[config.mk]
export PLATFORM = sky130hd
export DESIGN_NAME = shutdown_sequencer
export DESIGN_NICKNAME = d
export VERILOG_FILES = /design/src/rtl/esd_pkg.sv /design/src/rtl/seq_timer.sv /design/src/rtl/shutdown_sequencer.sv
export SDC_FILE = /design/constraint.sdc
export NUM_CORES = 1
export LEC_CHECK = 0
export ABC_AREA = 1
export CORE_AREA = 4 4 76 78
export DETAILED_ROUTE_END_ITERATION = 16
export DIE_AREA = 0 0 80 82
export PLACE_DENSITY = 0.85
export SYNTH_ARGS = -nofsm -noshare
export SYNTH_HDL_FRONTEND = slang
export SYNTH_SLANG_ARGS = --single-unit
[constraint.sdc]
create_clock -name clk -period 4.89 [get_ports clk]
set_clock_uncertainty 0.1 [all_clocks]
set_input_delay 1.2225 -clock clk [delete_from_list [all_inputs] [get_ports clk]]
set_output_delay 1.2225 -clock clk [all_outputs]
set_load 0.02 [all_outputs]
[src/rtl/esd_pkg.sv]
// Shared constants for the emergency shutdown chain: state encodings,
// timer width and the millisecond-to-cycle conversion.
package esd_pkg;

    localparam int TIMER_W = 32;

    localparam logic [2:0] S_SAFE  = 3'd0;
    localparam logic [2:0] S_CLOSE = 3'd1;
    localparam logic [2:0] S_BRAKE = 3'd2;
    localparam logic [2:0] S_RUN   = 3'd3;
    localparam logic [2:0] S_DECEL = 3'd4;
    localparam logic [2:0] S_OPEN  = 3'd5;
    localparam logic [2:0] S_FAULT = 3'd6;

    function automatic logic [TIMER_W-1:0] ms_to_cycles(input int unsigned clk_hz,
                                                        input int unsigned ms);
        return TIMER_W'((clk_hz / 1000) * ms);
    endfunction

endpackage

[src/rtl/seq_timer.sv]
// State dwell timer: counts while enabled, clears on state entry, and
// flags the last cycle of a limit-cycle dwell.
module seq_timer
    import esd_pkg::*;
(
    input  logic               clk,
    input  logic               rst_n,
    input  logic               clr,
    input  logic               en,
    input  logic [TIMER_W-1:0] limit,
    output logic               expired
);

    logic [TIMER_W-1:0] cnt_reg;

    always_ff @(posedge clk or negedge rst_n) begin
        if (!rst_n) begin
            cnt_reg <= '0;
        end else if (clr) begin
            cnt_reg <= '0;
        end else if (en) begin
            cnt_reg <= cnt_reg + 1'b1;
        end
    end

    assign expired = en && (cnt_reg == (limit - 1'b1));

endmodule

[src/rtl/shutdown_sequencer.sv]
// Turns the shutdown request level into timed contactor/brake/drive
// actuation with contactor feedback supervision and a latched fault.
module shutdown_sequencer
    import esd_pkg::*;
#(
    parameter int unsigned CLK_HZ        = 50000000,
    parameter int unsigned STOP_DELAY_MS = 100,
    parameter int unsigned BRAKE_MS      = 20,
    parameter int unsigned FB_TIMEOUT_MS = 50
) (
    input  logic       clk,
    input  logic       rst_n,
    input  logic       shutdown_req,
    input  logic       fault_clr,
    input  logic       fb_closed,
    output logic       contactor_on,
    output logic       brake_release,
    output logic       drive_enable,
    output logic       seq_fault,
    output logic [2:0] state_o
);

    localparam logic [TIMER_W-1:0] N_STOP  = ms_to_cycles(CLK_HZ, STOP_DELAY_MS);
    localparam logic [TIMER_W-1:0] N_BRAKE = ms_to_cycles(CLK_HZ, BRAKE_MS);
    localparam logic [TIMER_W-1:0] N_FB    = ms_to_cycles(CLK_HZ, FB_TIMEOUT_MS);

    logic [2:0]         state_reg, state_next;
    logic               fb_meta_reg, fb_s_reg;
    logic               timer_en, timer_clr, timer_expired;
    logic [TIMER_W-1:0] timer_limit;
    logic               contactor_reg, brake_reg, drive_reg, fault_reg;

    always_ff @(posedge clk or negedge rst_n) begin
        if (!rst_n) begin
            fb_meta_reg <= 1'b0;
            fb_s_reg    <= 1'b0;
        end else begin
            fb_meta_reg <= fb_closed;
            fb_s_reg    <= fb_meta_reg;
        end
    end

    always_comb begin
        timer_en    = 1'b0;
        timer_limit = N_FB;
        case (state_reg)
            S_CLOSE: begin timer_en = 1'b1; timer_limit = N_FB;    end
            S_BRAKE: begin timer_en = 1'b1; timer_limit = N_BRAKE; end
            S_DECEL: begin timer_en = 1'b1; timer_limit = N_STOP;  end
            S_OPEN:  begin timer_en = 1'b1; timer_limit = N_FB;    end
            default: begin timer_en = 1'b0; timer_limit = N_FB;    end
        endcase
    end

    // Any state change restarts the dwell count for the state being entered.
    assign timer_clr = (state_next != state_reg);

    seq_timer u_timer (
        .clk     (clk),
        .rst_n   (rst_n),
        .clr     (timer_clr),
        .en      (timer_en),
        .limit   (timer_limit),
        .expired (timer_expired)
    );

    always_comb begin
        state_next = state_reg;
        case (state_reg)
            S_SAFE: begin
                if (fb_s_reg)           state_next = S_FAULT;
                else if (!shutdown_req) state_next = S_CLOSE;
            end
            S_CLOSE: begin
                if (timer_expired && !fb_s_reg) state_next = S_FAULT;
                else if (shutdown_req)          state_next = S_OPEN;
                else if (fb_s_reg)              state_next = S_BRAKE;
            end
            S_BRAKE: begin
                if (!fb_s_reg)          state_next = S_FAULT;
                else if (shutdown_req)  state_next = S_OPEN;
                else if (timer_expired) state_next = S_RUN;
            end
            S_RUN: begin
                if (!fb_s_reg)         state_next = S_FAULT;
                else if (shutdown_req) state_next = S_DECEL;
            end
            S_DECEL: begin
                if (!fb_s_reg)          state_next = S_FAULT;
                else if (timer_expired) state_next = S_OPEN;
            end
            S_OPEN: begin
                // Feedback release wins over a timeout landing on the same cycle.
                if (!fb_s_reg)          state_next = S_SAFE;
                else if (timer_expired) state_next = S_FAULT;
            end
            S_FAULT: begin
                if (fault_clr && shutdown_req && !fb_s_reg) state_next = S_SAFE;
            end
            default: state_next = S_FAULT;
        endcase
    end

    always_ff @(posedge clk or negedge rst_n) begin
        if (!rst_n) begin
            state_reg     <= S_SAFE;
            contactor_reg <= 1'b0;
            brake_reg     <= 1'b0;
            drive_reg     <= 1'b0;
            fault_reg     <= 1'b0;
        end else begin
            state_reg <= state_next;
            case (state_next)
                S_SAFE:  {contactor_reg, brake_reg, drive_reg, fault_reg} <= 4'b0000;
                S_CLOSE: {contactor_reg, brake_reg, drive_reg, fault_reg} <= 4'b1000;
                S_BRAKE: {contactor_reg, brake_reg, drive_reg, fault_reg} <= 4'b1100;
                S_RUN:   {contactor_reg, brake_reg, drive_reg, fault_reg} <= 4'b1110;
                S_DECEL: {contactor_reg, brake_reg, drive_reg, fault_reg} <= 4'b1100;
                S_OPEN:  {contactor_reg, brake_reg, drive_reg, fault_reg} <= 4'b0000;
                default: {contactor_reg, brake_reg, drive_reg, fault_reg} <= 4'b0001;
            endcase
        end
    end

    assign contactor_on  = contactor_reg;
    assign brake_release = brake_reg;
    assign drive_enable  = drive_reg;
    assign seq_fault     = fault_reg;
    assign state_o       = state_reg;

    drive_needs_brake_and_power: assert property (@(posedge clk) disable iff (!rst_n)
        drive_enable |-> (brake_release && contactor_on));

endmodule

==> results of run 1 <==
-- power groups by stage --
stage | Clock, mW | Sequential (mW) | Combinational [mW]
after global placement | 0 | 0.422 | 0.721
after detailed placement | 0 | 0.426 | 0.748
final | 0.290 | 0.419 | 0.747
after floorplan | 0 | 0.431 | 0.641
after global routing | 0.309 | 0.425 | 0.826
after CTS | 0.293 | 0.419 | 0.749
-- area by class of cell --
class	count	area [µm²]	area share [%]
multi-input cells	256	1506	49.90
repair buffers	12	112.6	3.730
flip-flops and latches	41	1026	33.98
well taps	70	87.58	2.901
clock buffers	7	86.33	2.860
clock inverters	1	30.03	0.9946
inverters	45	170.2	5.636
-- cells in the final DEF, fill, tap and decap left out, drive strengths merged --
| cell | instances |
|---|---|
| a2111oi | 1 |
| nand2 | 87 |
| a211oi | 1 |
| nor2 | 37 |
| xnor2 | 5 |
| dfrtp | 41 |
| inv | 44 |
| mux2i | 1 |
| clkdlybuf4s50 | 10 |
| nor4 | 3 |
| a21oi | 4 |
| ha | 1 |
| o311ai | 1 |
| nand3b | 2 |
| a31oi | 1 |
| buf | 2 |
| clkinv | 1 |
| clkbuf | 7 |
| xor2 | 22 |
| bufinv | 1 |
| nand3 | 35 |
| o21ai | 6 |
| nand4 | 8 |
| and3 | 1 |
| nor3 | 40 |
-- logic make-up after synthesis --
| group | after synthesis | synth area share [%] |
|---|---|---|
| AO/OA/AOI/OAI | 14 | 3.195 |
| XOR/XNOR | 27 | 8.506 |
| multiplexers | 1 | 0.3601 |
| adder cells (fa/ha/maj) | 1 | 0.4500 |
| flip-flops | 41 | 36.90 |
| AND/OR/NAND/NOR | 213 | 41.67 |
| buffers and inverters | 54 | 8.911 |
-- path summary, 6_finish.rpt --
check | endpoint | cells past startpoint
max | u_timer.cnt_reg[1] | 11
min | fb_s_reg | 0
max reg2reg | u_timer.cnt_reg[1] | 12
min reg2reg | fb_s_reg | 0
max in group asynchronous | u_timer.cnt_reg[30] | 1
min in group asynchronous | u_timer.cnt_reg[0] | 1
-- layer usage --
metal  track usage (%)  vias to the layer above  wire length (µm)
li1                  -                     1152                 -
met1             24.45                     1113              2586
met2             33.86                       55              2851
met3             4.386                       17               274
met4             9.459                        0               145
met5                 0                        -                 0
-- per-stage QoR --
stage	area, µm²	hold WS (ps)
5_1_grt	3019	285.6
3_5_place_dp	2903	237.2
6_report	3019	264.2
3_3_place_gp	2903	242.0
4_1_cts	3019	266.4
2_1_floorplan	2780	231.2
==> impl_metrics.yaml, run 1 <==
synthesis:
  synth_edf_count: 0
  yosys_warnings: 0
  synth_area_leaders: "dfrtp_1 (37%), nand2_1 (11%), nor3_2 (11%)"
  synth_cell_type_count: 34
  synth-main-ff-cell: "dfrtp_1"
  yosysTopAreaCell: "dfrtp_1"
  yosysSeqAreaShare_pct: 36.90
  syn-num-nets: 357
  synthCells: 351
  synth.most_common_cell: "nand2_1"
  synth_area_um2: 2780
  async_flop_share_pct: 100.0
  synth_common_cells: "nand2_1 (84), inv_1 (42), dfrtp_1 (41)"
  synth_top_area_share_pct: 36.90
  synth-seq-cells: 41
  syn_area_per_cell_um2: 7.921
cts:
  cts_buffers: 5
  clockBufferDepth: 2
  clk-insertion-delay-late_ps: 310
  clk_pin_slew_ps: 80
  htreeDepth: 2
  clock_tree.root_cell: "clkbuf_8"
  cts_hold_buffers: 0
  cts_sinks: 41
  cts_setup_buffers: 0
  cts_tree: "built"
  cts_resized: 0
critical_path:
  worstPathArrival_ps: 3370
  rrSetupSlack_ps: 2030
  crit_family: "simple AND/OR/NAND/NOR gates"
  worstPathMaxFanout: 32
  startpoint_type: "primary input"
  slowest_stage: "clkdlybuf4s50_1"
  required_ps: 5000
  crit_path_start: "shutdown_req"
  critical_path.cell_chain: "clkdlybuf4s50_1, nand3_1, nand3_1, nand2_1, a211oi_1, nand2_1, nor2_2, nand2_2, nand2_2, nand3_4, nor3_1"
  reg2reg_from: "state_o[2]"
  end_kind: "flop"
  slowest_delay_ps: 580
  crit_buf_inv: 1
  crit_type: "primary input to flop"
layout:
  fillers: 437
  diodes: 0
  final_util_pct: 59.49
  nets: 367
  area_growth_pct: 8.596
  largest_reg_flops: 32
  fin_cells: 432
  drive_gt1_share_pct: 16.30
global_routing:
  grt_pass1_vias: 2392
  grt_max_degree: 42
  grt_pass1_wl_mm: 10.44
  overflow: 0
  antenna_found_initial: 0
  grt_use_total_pct: 20.08
pwr:
  p_total_mw: 1.457
  p_sw_share_pct: 50.92
  leakagePower_nw: 1.196
  powerDensity_nw_per_um2: 482.5
  p_seq_share_pct: 28.8
  clock_power_share_pct: 19.9
  p_sw_mw: 0.7417
  internal_power_mw: 0.7150
  peakVddDrop_mv: 1.187
  combPwrFrac_pct: 51.3
placement:
  place_congestion: 0.9385
  place_inst: 424
  pre_cts_ws_ps: 1291
  port_buffers: 11
  dp_hpwl_mm: 4.034
floorplanning:
  die_h_um: 82
  fp.coreArea_um2: 5075
  dieWidth_um: 80
  rows: 26
  die_area_um2: 6560
  io_pins: 12
  initial_core_util_pct: 54.78
route:
  vias: 2337
  via_per_inst: 5.410
  postRouteWirelength_mm: 5.857
  first_pass_iters: 4
  wl_per_cell_um: 13.56
  drt_iter0_drc: 213
  ant_nets: 0
  route.detailed.drc: 0
run_status:
  outcome: "completed"
sta:
  fin_setup_tns_ps: 0
  slew-limit-headroom_pct: 40.24
  fin_ws_ps: 1629
  fmax_mhz: 306.7
  fin_crit_ps: 3261
  period_share_pct: 66.69
  hold_violations: 0
  rsz0062_at_grt: "no"
  finalMaxSlewViolations: 0
  setup_viol: 0
  worst_pin_slew_ps: 896.4
worst_hold_path:
  hold_class: "flop to flop"
  worstHoldStart: "fb_meta_reg"
job:
  cap_violations: 0
Note: power is estimated with default switching activity, not from simulation.
==> inputs of run 2 (changes only) <==
--- a/config.mk
+++ b/config.mk
@@ -6,10 +6,10 @@
 export NUM_CORES = 1
 export LEC_CHECK = 0
 export ABC_AREA = 1
-export CORE_AREA = 4 4 76 78
+export CORE_AREA = 4 4 77 79
 export DETAILED_ROUTE_END_ITERATION = 16
-export DIE_AREA = 0 0 80 82
-export PLACE_DENSITY = 0.85
+export DIE_AREA = 0 0 81 83
+export PLACE_DENSITY = 0.86
 export SYNTH_ARGS = -nofsm -noshare
 export SYNTH_HDL_FRONTEND = slang
 export SYNTH_SLANG_ARGS = --single-unit
==> constraint.sdc (replaced) <==
create_clock -name clk -period 2.9 [get_ports clk]
set_clock_uncertainty 0.1 [all_clocks]
set_input_delay 0.725 -clock clk [delete_from_list [all_inputs] [get_ports clk]]
set_output_delay 0.725 -clock clk [all_outputs]
set_load 0.02 [all_outputs]
==> run 2 against run 1 <==
Effect of this change:
- worst hold slack lost 5.1 ps
- count of clock-buffer cells in the layout shrank 2
- power grew 92%
- combinational power grew 110%
- final area grew 3.6%
- final cell count grew 2.1%
==> impl_metrics.yaml, run 2 (synthesis gave the netlist of run 1 again) <==
run_status:
  outcome: "completed"
critical_path:
  slowest_stage: "dfrtp_1"
  worstPathMaxFanout: 17
  required_ps: 3020
  critical_path.cell_chain: "inv_2, nor2_1, nand3_1, nand2_1, nand3_2, nor2_4, nand3_1, nand2_1, nand3_2, nand2_2, nand3_4, buf_12, nor3_2"
  worstPathArrival_ps: 2670
  startpoint_type: "flop"
  crit_type: "flop to flop"
  slowest_delay_ps: 620
  end_kind: "flop"
route:
  wl_per_cell_um: 13.44
  first_pass_iters: 4
  ant_nets: 0
  vias: 2340
  via_per_inst: 5.306
  postRouteWirelength_mm: 5.928
  route.detailed.drc: 0
  drt_iter0_drc: 190
floorplanning:
  io_pins: 12
  dieWidth_um: 81
  rows: 27
  die_area_um2: 6723
  die_h_um: 83
  fp.coreArea_um2: 5338
  initial_core_util_pct: 52.09
layout:
  drive_gt1_share_pct: 18.16
  diodes: 0
  layout_commonest_cell: "nand2_1"
  largest_reg_flops: 32
  layout_common_cells: "nand2_1 (84), inv_1 (42), dfrtp_1 (41)"
  fin_cells: 441
  fillers: 482
  area_growth_pct: 12.56
  nets: 374
pwr:
  internal_power_mw: 1.509
  leakagePower_nw: 1.253
  p_sw_mw: 1.288
  peakVddDrop_mv: 0.6173
  combPwrFrac_pct: 56.0
  p_seq_share_pct: 24.3
  powerDensity_nw_per_um2: 893.5
  p_sw_share_pct: 46.05
  clock_power_share_pct: 19.7
  p_total_mw: 2.796
global_routing:
  grt_max_degree: 42
  grt_pass1_wl_mm: 10.47
  grt_pass1_vias: 2339
  overflow: 0
  grt_use_total_pct: 19.50
  antenna_found_initial: 0
worst_hold_path:
  hold_class: "flop to flop"
cts:
  cts_hold_buffers: 0
  cts_sinks: 41
  clock_tree.root_cell: "clkbuf_8"
  clk-insertion-delay-late_ps: 300
  cts_setup_buffers: 0
  cts_buffers: 5
  clk_pin_slew_ps: 80
  cts_tree: "built"
  clockBufferDepth: 2
  cts_resized: 0
  htreeDepth: 2
sta:
  period_share_pct: 88.06
  setup_viol: 0
  fmax_mhz: 391.6
  fin_crit_ps: 2554
  fin_ws_ps: 346.1
  rsz0062_at_grt: "no"
  fin_setup_tns_ps: 0
  hold_violations: 0
  worst_pin_slew_ps: 903.4
  slew-limit-headroom_pct: 39.77
  finalMaxSlewViolations: 0
placement:
  place_congestion: 0.8846
  port_buffers: 11
  pre_cts_ws_ps: 120.6
  dp_hpwl_mm: 4.408
  place_inst: 433
job:
  cap_violations: 0
[run 2: per-stage QoR]
step | utilization (%) | hold WS [ps] | area [µm²]
CTS | 58.63 | 262.2 | 3129
global route | 58.63 | 279.9 | 3129
floorplan | - | 231.2 | 2780
finish | 58.63 | 259.1 | 3129
global placement | 56.12 | 235.5 | 2995
detailed placement | 56.12 | 236.5 | 2995
[run 2: path summary, 6_finish.rpt]
path	endpoint	depth (start not counted)	startpoint	slack (ps)
min in group asynchronous	u_timer.cnt_reg[0]	1	rst_n	440
max	u_timer.cnt_reg[7]	13	state_o[1]	350
min	fb_s_reg	0	fb_meta_reg	260
max in group asynchronous	state_o[2]	1	rst_n	1680
max reg2reg	u_timer.cnt_reg[7]	13	state_o[1]	350
min reg2reg	fb_s_reg	0	fb_meta_reg	260
[run 2: layout make-up]
cell class / count / area [µm²] / share of cell area (%)
Inverter: 45 / 170.2 / 5.438
Tap cell: 72 / 90.09 / 2.879
Clock inverter: 3 / 65.06 / 2.079
Clock buffer: 5 / 68.82 / 2.199
Sequential cell: 41 / 1026 / 32.79
Multi-Input combinational cell: 256 / 1506 / 48.14
Timing Repair Buffer: 19 / 202.7 / 6.477
[run 2: power by group through the flow]
stage	registers (mW)	logic [mW]	clock network (mW)
after global routing	0.686	1.69	0.590
after detailed placement	0.691	1.56	0
after CTS	0.680	1.57	0.562
after global placement	0.688	1.53	0
after floorplan	0.726	1.08	0
final	0.680	1.56	0.551
[run 2: routing by layer]
metal	vias up	part of all wire, %	global-route usage, %
met2	51	49	31.37
met5	-	0	0
met4	0	2.0	6.452
met1	1114	45	25.54
met3	12	3.7	4.555
li1	1163	-	-
[run 2: worst max-delay path, delay by kind of cell (launching register included)]
family,cells,cell delay (ps)
flops,1,620
buf+inv,2,330
simple gates,11,1420
==> inputs of run 3 (changes only) <==
--- a/config.mk
+++ b/config.mk
@@ -6,10 +6,12 @@
 export NUM_CORES = 1
 export LEC_CHECK = 0
 export ABC_AREA = 1
-export CORE_AREA = 4 4 77 79
+export CORE_AREA = 4 4 76 78
+export CTS_BUF_LIST = sky130_fd_sc_hd__clkbuf_8
 export DETAILED_ROUTE_END_ITERATION = 16
-export DIE_AREA = 0 0 81 83
-export PLACE_DENSITY = 0.86
+export DIE_AREA = 0 0 80 82
+export GPL_TIMING_DRIVEN = 1
+export PLACE_DENSITY = 0.88
 export SYNTH_ARGS = -nofsm -noshare
 export SYNTH_HDL_FRONTEND = slang
 export SYNTH_SLANG_ARGS = --single-unit
==> run 3 against run 2 <==
Effect of this change:
- count of clock-buffer cells in the layout did not move
- die area fell by 2.4%
- utilization rose by 2.1 points
- final cell count fell by 1.1%
- via count rose by 2.0%
- clock power fell by 18%
- critical path depth did not move
- critical path type unchanged
- critical endpoint is now u_timer.cnt_reg[26]
==> impl_metrics.yaml, run 3 (synthesis gave the netlist of run 1 again) <==
layout:
  final_util_pct: 60.72
  area_growth_pct: 10.85
  ff_latch_area_um2: 1026
  diodes: 0
  layout_common_cells: "nand2_1 (84), inv_1 (42), dfrtp_1 (41)"
  largest_reg_flops: 32
  multi_input_area_um2: 1506
  nets: 372
  layout_commonest_cell: "nand2_1"
  fin_area_um2: 3082
  drive_gt1_share_pct: 17.49
  fillers: 453
  fin_cells: 436
cts:
  cts_hold_buffers: 0
  cts_resized: 0
  cts_tree: "built"
  htreeDepth: 2
  clk-insertion-delay-late_ps: 290
  cts_sinks: 41
  clock_tree.root_cell: "clkbuf_8"
  cts_buffers: 5
  cts_setup_buffers: 0
  clk_pin_slew_ps: 80
  clockBufferDepth: 2
route:
  ant_nets: 0
  wl_per_cell_um: 13.96
  route.detailed.drc: 0
  first_pass_iters: 5
  vias: 2387
  postRouteWirelength_mm: 6.087
  via_per_inst: 5.475
  drt_iter0_drc: 200
sta:
  fin_hold_ws_ps: 254.7
  fin_crit_ps: 2605
  setup_viol: 0
  slew-limit-headroom_pct: 38.84
  worst_pin_slew_ps: 917.5
  rsz0062_at_grt: "no"
  fin_ws_ps: 295.0
  fmax_mhz: 383.9
  finalMaxSlewViolations: 0
  fin_setup_tns_ps: 0
  hold_violations: 0
  period_share_pct: 89.83
pwr:
  leakagePower_nw: 1.229
  p_sw_share_pct: 47.99
  powerDensity_nw_per_um2: 864.2
  p_seq_share_pct: 25.9
  clock_power_share_pct: 17.0
  p_sw_mw: 1.278
  combPwrFrac_pct: 57.1
  internal_power_mw: 1.385
  peakVddDrop_mv: 1.132
  p_total_mw: 2.663
worst_hold_path:
  hold_class: "flop to flop"
  min_to: "fb_s_reg"
  worstHoldStart: "fb_meta_reg"
  hold_path_depth: 0
placement:
  place_inst: 429
  place_congestion: 0.9565
  placed_cell_area_um2: 2978
  dp_hpwl_mm: 4.405
  pre_cts_ws_ps: 119.8
  port_buffers: 11
floorplanning:
  initial_core_util_pct: 54.78
  io_pins: 12
  rows: 26
  die_h_um: 82
  die_area_um2: 6560
  fp.coreArea_um2: 5075
  dieWidth_um: 80
global_routing:
  grt_use_total_pct: 20.61
  grt_max_degree: 42
  antenna_found_initial: 0
  overflow: 0
  grt_pass1_wl_mm: 10.67
  grt_pass1_vias: 2415
critical_path:
  reg2reg_to: "u_timer.cnt_reg[26]"
  required_ps: 3020
  crit_type: "flop to flop"
  reg2regPathDepth: 13
  worstPathArrival_ps: 2730
  rrSetupSlack_ps: 290
  reg2reg_from: "state_o[1]"
  end_kind: "flop"
  startpoint_type: "flop"
  crit_path_start: "state_o[1]"
  worstPathMaxFanout: 11
job:
  cap_violations: 0
run_status:
  outcome: "completed"
[run 3: how the worst max path moves through the flow]
stage / endpoint / slack [ps] / cells after the start
2_1_floorplan: u_timer.cnt_reg[12] / 810 / 13
3_3_place_gp: u_timer.cnt_reg[0] / 210 / 10
3_5_place_dp: u_timer.cnt_reg[1] / 120 / 12
4_1_cts: u_timer.cnt_reg[26] / 300 / 13
5_1_grt: u_timer.cnt_reg[26] / 20 / 13
6_report: u_timer.cnt_reg[26] / 290 / 13
[run 3: per-layer routing]
| layer | global-route usage, % | wire length, µm |
|---|---|---|
| met3 | 3.509 | 357 |
| met4 | 5.574 | 76 |
| met2 | 37.33 | 3050 |
| met1 | 25.28 | 2602 |
| met5 | 0 | 0 |
[run 3: critical path, cell delays in order, from the launching register on]
cell and delay (ps):
dfrtp_1 550, inv_2 180, o21ai_1 110, nand2_1 280, nand2_1 180, nor2_4 170, nand3_2 130, nor2_2 130
nand2_1 110, nor2_2 220, nand2_1 80, nand2_1 60, nand2_1 60, nor3_2 170
[run 3: layout make-up]
type / instances / area share (%)
flip-flops and latches: 41 / 33.29
multi-input cells: 256 / 48.88
inverters: 45 / 5.522
clock inverters: 2 / 1.137
repair buffers: 17 / 6.090
well taps: 70 / 2.842
clock buffers: 5 / 2.233
[run 3: power groups by stage]
stage	clock network, mW	registers [mW]	logic (mW)
3_3_place_gp	0	0.696	1.50
6_report	0.452	0.690	1.52
5_1_grt	0.478	0.696	1.67
2_1_floorplan	0	0.726	1.08
4_1_cts	0.457	0.688	1.53
3_5_place_dp	0	0.699	1.52
